`config.mk`:
```
export PLATFORM = sky130hd
export DESIGN_NAME = datapath_pipe
export DESIGN_NICKNAME = d
export VERILOG_FILES = /design/src/rtl/dp_pkg.sv /design/src/rtl/dp_alu_shift.sv /design/src/rtl/datapath_pipe.sv
export SDC_FILE = /design/constraint.sdc
export NUM_CORES = 1
export LEC_CHECK = 0
export ABC_CLOCK_PERIOD_IN_PS = 3500
export CAP_MARGIN = 20
export CORE_MARGIN = 2
export CORE_UTILIZATION = 54
export DETAILED_ROUTE_END_ITERATION = 10
export HOLD_SLACK_MARGIN = 0.15
export PLACE_DENSITY = 0.89
export REMOVE_ABC_BUFFERS = 1
export SYNTH_ARGS = -nofsm -noshare
export SYNTH_HDL_FRONTEND = slang
export SYNTH_SLANG_ARGS = --single-unit
```
`constraint.sdc`:
```
create_clock -name clk -period 3.5 [get_ports clk]
set_clock_uncertainty 0.1 [all_clocks]
set_input_delay 0.7 -clock clk [delete_from_list [all_inputs] [get_ports clk]]
set_output_delay 0.7 -clock clk [all_outputs]
set_load 0.02 [all_outputs]
```
`src/rtl/dp_pkg.sv`:
```
// Shared types and constants for datapath_pipe: ALU/shifter opcodes, flag bit positions
// and the control-word field layout.
package dp_pkg;

  typedef enum logic [2:0] {
    ALU_INC = 3'd0,
    ALU_ADD = 3'd1,
    ALU_SUB = 3'd2,
    ALU_DEC = 3'd3,
    ALU_AND = 3'd4,
    ALU_OR  = 3'd5,
    ALU_XOR = 3'd6,
    ALU_NOT = 3'd7
  } alu_op_t;

  typedef enum logic [1:0] {
    SH_PASS = 2'd0,
    SH_SRL  = 2'd1,
    SH_SLL  = 2'd2,
    SH_ROR  = 2'd3
  } shift_op_t;

  localparam int unsigned FLAG_C = 3;
  localparam int unsigned FLAG_V = 2;
  localparam int unsigned FLAG_N = 1;
  localparam int unsigned FLAG_Z = 0;
  localparam int unsigned FLAG_W = 4;

  // LSB offsets of every control-word field; width is the total word size
  typedef struct packed {
    int unsigned a;
    int unsigned b;
    int unsigned d;
    int unsigned we;
    int unsigned mb;
    int unsigned g;
    int unsigned h;
    int unsigned mf;
    int unsigned md;
    int unsigned width;
  } cw_off_t;

  function automatic cw_off_t cw_offsets(input int unsigned rw);
    cw_off_t o;
    o.md    = 0;
    o.mf    = 1;
    o.h     = 2;
    o.g     = 4;
    o.mb    = 8;
    o.we    = 9;
    o.d     = 10;
    o.b     = 10 + rw;
    o.a     = 10 + 2 * rw;
    o.width = 10 + 3 * rw;
    return o;
  endfunction

endpackage

```
`src/rtl/dp_alu_shift.sv`:
```
// Combinational ALU with {C,V,N,Z} flags plus a one-bit shifter on the Y operand.
module dp_alu_shift
  import dp_pkg::*;
#(
  parameter int unsigned N = 4
) (
  input  logic [N-1:0]      a,
  input  logic [N-1:0]      y,
  input  logic [3:0]        g,
  input  logic [1:0]        h,
  output logic [N-1:0]      alu_out,
  output logic [N-1:0]      shift_out,
  output logic [FLAG_W-1:0] flags
);

  localparam int unsigned NW = N + 1;

  logic [N-1:0] opnd;
  logic [N:0]   sum;
  logic         arith;

  // Arithmetic ops share one N+1 bit adder; only the second operand changes
  always_comb begin
    opnd    = '0;
    arith   = 1'b1;
    alu_out = '0;
    case (alu_op_t'(g[3:1]))
      ALU_INC: opnd = '0;
      ALU_ADD: opnd = y;
      ALU_SUB: opnd = ~y;
      ALU_DEC: opnd = '1;
      default: arith = 1'b0;
    endcase
    sum = {1'b0, a} + {1'b0, opnd} + NW'(g[0]);
    case (alu_op_t'(g[3:1]))
      ALU_AND: alu_out = a & y;
      ALU_OR:  alu_out = a | y;
      ALU_XOR: alu_out = a ^ y;
      ALU_NOT: alu_out = ~a;
      default: alu_out = sum[N-1:0];
    endcase
  end

  always_comb begin
    flags         = '0;
    flags[FLAG_C] = arith & sum[N];
    flags[FLAG_V] = arith & (a[N-1] == opnd[N-1]) & (sum[N-1] != a[N-1]);
    flags[FLAG_N] = alu_out[N-1];
    flags[FLAG_Z] = (alu_out == '0);
  end

  always_comb begin
    shift_out = y;
    case (shift_op_t'(h))
      SH_PASS: shift_out = y;
      SH_SRL:  shift_out = {1'b0, y[N-1:1]};
      SH_SLL:  shift_out = {y[N-2:0], 1'b0};
      SH_ROR:  shift_out = {y[0], y[N-1:1]};
      default: shift_out = y;
    endcase
  end

endmodule

```
`src/rtl/datapath_pipe.sv`:
```
// Two-stage (issue / execute-retire) datapath with register file and valid/ready handshakes.
// Define DATAPATH_FORWARD_EN to bypass the retiring result into issue instead of stalling.
module datapath_pipe
  import dp_pkg::*;
#(
  parameter int unsigned   N         = 4,
  parameter int unsigned   NREG      = 4,
  parameter logic [N-1:0]  CONST_VAL = '1,
  localparam int unsigned  RW        = $clog2(NREG),
  // A, B, D, we, mb_sel, G[4], H[2], mf_sel, md_sel occupy 3*RW+10 bits
  localparam int unsigned  CW        = 3 * RW + 10
) (
  input  logic              clk,
  input  logic              rst_n,
  input  logic              cmd_valid,
  output logic              cmd_ready,
  input  logic [CW-1:0]     ctrl_word,
  input  logic [N-1:0]      data_in,
  output logic              res_valid,
  input  logic              res_ready,
  output logic [N-1:0]      result,
  output logic [N-1:0]      address_out,
  output logic [N-1:0]      data_out,
  output logic [FLAG_W-1:0] state_bits
);

  localparam cw_off_t OFF = cw_offsets(RW);

  logic [RW-1:0] f_a, f_b, f_d;
  logic          f_we, f_mb, f_mf, f_md;
  logic [3:0]    f_g;
  logic [1:0]    f_h;

  assign f_a  = ctrl_word[OFF.a +: RW];
  assign f_b  = ctrl_word[OFF.b +: RW];
  assign f_d  = ctrl_word[OFF.d +: RW];
  assign f_we = ctrl_word[OFF.we];
  assign f_mb = ctrl_word[OFF.mb];
  assign f_g  = ctrl_word[OFF.g +: 4];
  assign f_h  = ctrl_word[OFF.h +: 2];
  assign f_mf = ctrl_word[OFF.mf];
  assign f_md = ctrl_word[OFF.md];

  logic [N-1:0]      rf_q [NREG];
  logic              rdy_q;
  logic              e_valid_q, e_we_q, e_mf_q, e_md_q;
  logic [RW-1:0]     e_d_q;
  logic [3:0]        e_g_q;
  logic [1:0]        e_h_q;
  logic [N-1:0]      e_a_q, e_y_q, e_din_q;
  logic [FLAG_W-1:0] flags_q;

  logic [N-1:0]      alu_out, shift_out, f2;
  logic [FLAG_W-1:0] alu_flags;
  logic [N-1:0]      ra_d, rb_d, y_d;
  logic              retire, issue, hazard;

  dp_alu_shift #(.N(N)) u_alu_shift (
    .a         (e_a_q),
    .y         (e_y_q),
    .g         (e_g_q),
    .h         (e_h_q),
    .alu_out   (alu_out),
    .shift_out (shift_out),
    .flags     (alu_flags)
  );

  assign f2     = e_md_q ? e_din_q : (e_mf_q ? shift_out : alu_out);
  assign retire = e_valid_q && res_ready;
  assign issue  = cmd_valid && cmd_ready;

`ifdef DATAPATH_FORWARD_EN
  // The retiring writeback is visible to the command issuing on the same edge
  assign ra_d   = (retire && e_we_q && (e_d_q == f_a)) ? f2 : rf_q[f_a];
  assign rb_d   = (retire && e_we_q && (e_d_q == f_b)) ? f2 : rf_q[f_b];
  assign hazard = 1'b0;
`else
  assign ra_d   = rf_q[f_a];
  assign rb_d   = rf_q[f_b];
  assign hazard = e_valid_q && e_we_q && ((e_d_q == f_a) || (f_mb && (e_d_q == f_b)));
`endif

  assign y_d       = f_mb ? rb_d : CONST_VAL;
  assign cmd_ready = rdy_q && (!e_valid_q || res_ready) && !hazard;

  always_ff @(posedge clk or negedge rst_n) begin
    if (!rst_n) begin
      rdy_q     <= 1'b0;
      e_valid_q <= 1'b0;
      e_we_q    <= 1'b0;
      e_mf_q    <= 1'b0;
      e_md_q    <= 1'b0;
      e_d_q     <= '0;
      e_g_q     <= '0;
      e_h_q     <= '0;
      e_a_q     <= '0;
      e_y_q     <= '0;
      e_din_q   <= '0;
      flags_q   <= '0;
      for (int unsigned i = 0; i < NREG; i++) rf_q[i] <= '0;
    end else begin
      rdy_q <= 1'b1;
      if (retire) begin
        if (e_we_q) rf_q[e_d_q] <= f2;
        if (!e_mf_q && !e_md_q) flags_q <= alu_flags;
      end
      if (issue) begin
        e_valid_q <= 1'b1;
        e_we_q    <= f_we;
        e_mf_q    <= f_mf;
        e_md_q    <= f_md;
        e_d_q     <= f_d;
        e_g_q     <= f_g;
        e_h_q     <= f_h;
        e_a_q     <= ra_d;
        e_y_q     <= y_d;
        e_din_q   <= data_in;
      end else if (retire) begin
        e_valid_q <= 1'b0;
      end
    end
  end

  assign res_valid   = e_valid_q;
  assign result      = f2;
  assign address_out = e_a_q;
  assign data_out    = e_y_q;
  assign state_bits  = flags_q;

endmodule

```
==> flow_summary.json <==
{
  "netlist_instances": 237,
  "antennaDiodeCount": 0,
  "cp_cell_sequence": "mux2i_1, or2_4, fa_2, nand3b_1, and3_1, a221o_1, a211o_1, nand2_1, buf_6",
  "grt_overflow": 0,
  "drt-pass1-iter-count": 4,
  "cts_htree_levels": 2,
  "cts_made_buffers": 5,
  "cts_tree": "built",
  "critPathKind": "flop to output port",
  "use_met2_pct": 39.38,
  "maxSlewViolCount": 0,
  "finalNonFillerCells": 366,
  "cts.reportedPaths.clkPinSlew_ns": 0.08,
  "hold_path.class": "flop to flop",
  "worstSetupStartpointType": "flop",
  "portBuffers": 41,
  "io_pins": 42,
  "drt-total-wl_mm": 5.773,
  "grt_use_met1_pct": 31.10,
  "drc": 0,
  "post-place-ws_ns": -0.1395,
  "synth_flop_cell": "dfrtp_1",
  "setup_ws_ns": 0.1226,
  "yosys.area.top_type": "dfrtp_1",
  "wire_per_inst_um": 15.77,
  "nFillCells": 359,
  "max_cap_viol_count": 0,
  "antenna_found_initial": 0,
  "cp.arrival_ns": 2.58,
  "grt_most_used_layer": "met2",
  "clockBufferDepth": 2,
  "synthTopCellsByArea": "dfrtp_1, mux4_2, mux2_1",
  "power.density_mw_per_mm2": 772.3,
  "setup_viol": 0,
  "start_util_pct": 56.03,
  "vias": 2032,
  "coreArea_mm2": 0.004755,
  "syn_to_final_growth_pct": 27.20,
  "fin_crit_ns": 3.377,
  "max_freq_mhz": 296.1,
  "multi_input_area_mm2": 0.001410,
  "dp_cells": 354,
  "die-area_mm2": 0.005511,
  "die_y_um": 74.24,
  "vias_per_cell": 5.552,
  "ant_nets": 0,
  "insertion_delay_ns": 0.29,
  "ys_ff_latch": 45,
  "ys_warn_count": 0,
  "worstPathRequired_ns": 2.70,
  "end_kind": "output port",
  "grt_pass1_vias": 2027,
  "ir_worst_vdd_mv": 0.4027,
  "cpLargestDelayFamily": "simple AND/OR/NAND/NOR gates",
  "register_area_mm2": 0.001126,
  "critPathBufInv": 1,
  "hpwl_mm": 4.286,
  "gr-usage-met3_pct": 4.878,
  "final_nets": 335,
  "grt_usage_pct": 23.44,
  "cts_root_buf": "clkbuf_8",
  "fin_crit_sh_pct": 96.50,
  "max_stage_delay_ns": 0.39,
  "synth.avg_cell_area_um2": 11.24,
  "grt_pass1_wl_mm": 9.632,
  "layout-drive-gt1-share_pct": 21.40,
  "ys_seq_area_share_pct": 42.27,
  "status": "complete, no violations",
  "synth-edff-count": 0,
  "detail_route.iter0.violations": 158,
  "cp_slowest_cell": "dfrtp_1",
  "syn_area_mm2": 0.002664,
  "grt_setup_unrepaired": "false",
  "die_w_um": 74.24,
  "grt_max_degree": 46,
  "p_total_mw": 2.617,
  "gp_congestion": 0.8949,
  "hold_viol_final": 0,
  "cp_max_fo": 2,
  "async_reset_ff_share_pct": 100.0,
  "core.rowCount": 25,
  "synth_top_cell_area_share_pct": 42.27,
  "synthDistinctLibCells": 40,
  "clkSinkCount": 45,
  "p_leak_nw": 1.540
}
layer usage:
metal  part of all wire, %  up-vias
li1                      -      958
met1                    43     1012
met2                    53       52
met3                   3.9       10
met4                  0.92        0
met5                     0        -
state kept, by name, summed over array words and instances (netlist names), 2 cells and up:
name / count
state_bits: 4
e_d_q: 2
data_out: 4
rf_q: 16
e_din_q: 4
e_h_q: 2
address_out: 4
e_g_q: 4
cells in the final DEF (no fill, tap or decap), drive strengths merged, types with 6 or more instances in the layout:
cell / count
nand2: 14
clkdlybuf4s50: 36
xnor2: 6
a31oi: 9
mux2: 28
dfrtp: 45
clkbuf: 10
mux4: 11
nor2b: 7
mux2i: 12
ha: 11
inv: 20
a21oi: 7
nor2: 17
buf: 28
final timing paths:
kind	startpoint	to	slack (ns)	cells after the start
min reg2reg	state_bits[3]	state_bits[3]	0.39	2
min	state_bits[3]	state_bits[3]	0.39	2
max	data_out[0]	result[3]	0.12	9
max in group asynchronous	rst_n	rf_q[5]	2.22	3
min in group asynchronous	rst_n	e_g_q[1]	0.64	2
max reg2reg	data_out[0]	rf_q[7]	0.84	10
logic make-up (layout without fill, tap and decap cells):
logic type / count (synthesis) / after routing / synth area share, %
compound gates: 33 / 33 / 8.267
xor+xnor: 6 / 6 / 1.973
fa+ha+maj: 13 / 13 / 6.670
buf+inv: 34 / 96 / 5.260
flops: 45 / 45 / 42.27
mux: 51 / 51 / 25.65
other cells: 1 / 1 / 0.1408
simple gates: 54 / 54 / 9.771
layout make-up:
cell class                 instances  area share (%)
tap                               67           2.474
timing repair buffer              68           18.09
inverter                          20           2.216
clock buffer                       8           2.363
multi-input combinational        158           41.62
sequential                        45           33.23
stage by stage:
stage          area, um^2  setup TNS, ns  hold WS, ns  util [%]
6_report             3388              0       0.3890     71.26
4_1_cts              3347              0       0.4002     70.39
3_3_place_gp         3261       -0.09724       0.3689     68.58
5_1_grt              3388              0       0.4180     71.26
3_5_place_dp         3261        -0.1423       0.3822     68.58
2_1_floorplan        2599              0       0.3044         -
Yosys cell counts (5+ instances only):
master,count
nor2b_1,7
xnor2_1,6
a21oi_1,7
mux2i_1,12
mux2_2,13
mux2_1,15
dfrtp_1,45
mux4_2,11
inv_1,20
ha_1,11
a31oi_1,9
nand2_1,14
o21ai_0,5
nor3_1,5
nor2_1,16
clkbuf_1,8
worst register-to-register path: stages, from the launching register on:
cell and delay [ns]:
dfrtp_1 0.39, mux2i_1 0.13, or2_4 0.23, fa_2 0.33, nand3b_1 0.17, and3_1 0.16, a221o_1 0.29, a211o_1 0.36
buf_4 0.16, buf_4 0.14, a31oi_1 0.12
power by group:
group / internal (mW) / switching, mW
sequential: 0.714 / 0.166
clock: 0.142 / 0.161
combinational: 0.758 / 0.677
what timing repair did:
| item | CTS | global route |
|---|---|---|
| setup buffers | 1 | 1 |
| gates resized for setup | 9 | 9 |
| endpoints found under the setup margin | 4 | 3 |
| endpoints found under the hold margin | 0 | 3 |
| hold buffers | 0 | 1 |
| pin swaps | 1 | 1 |
(Power assumes the default switching activity.)
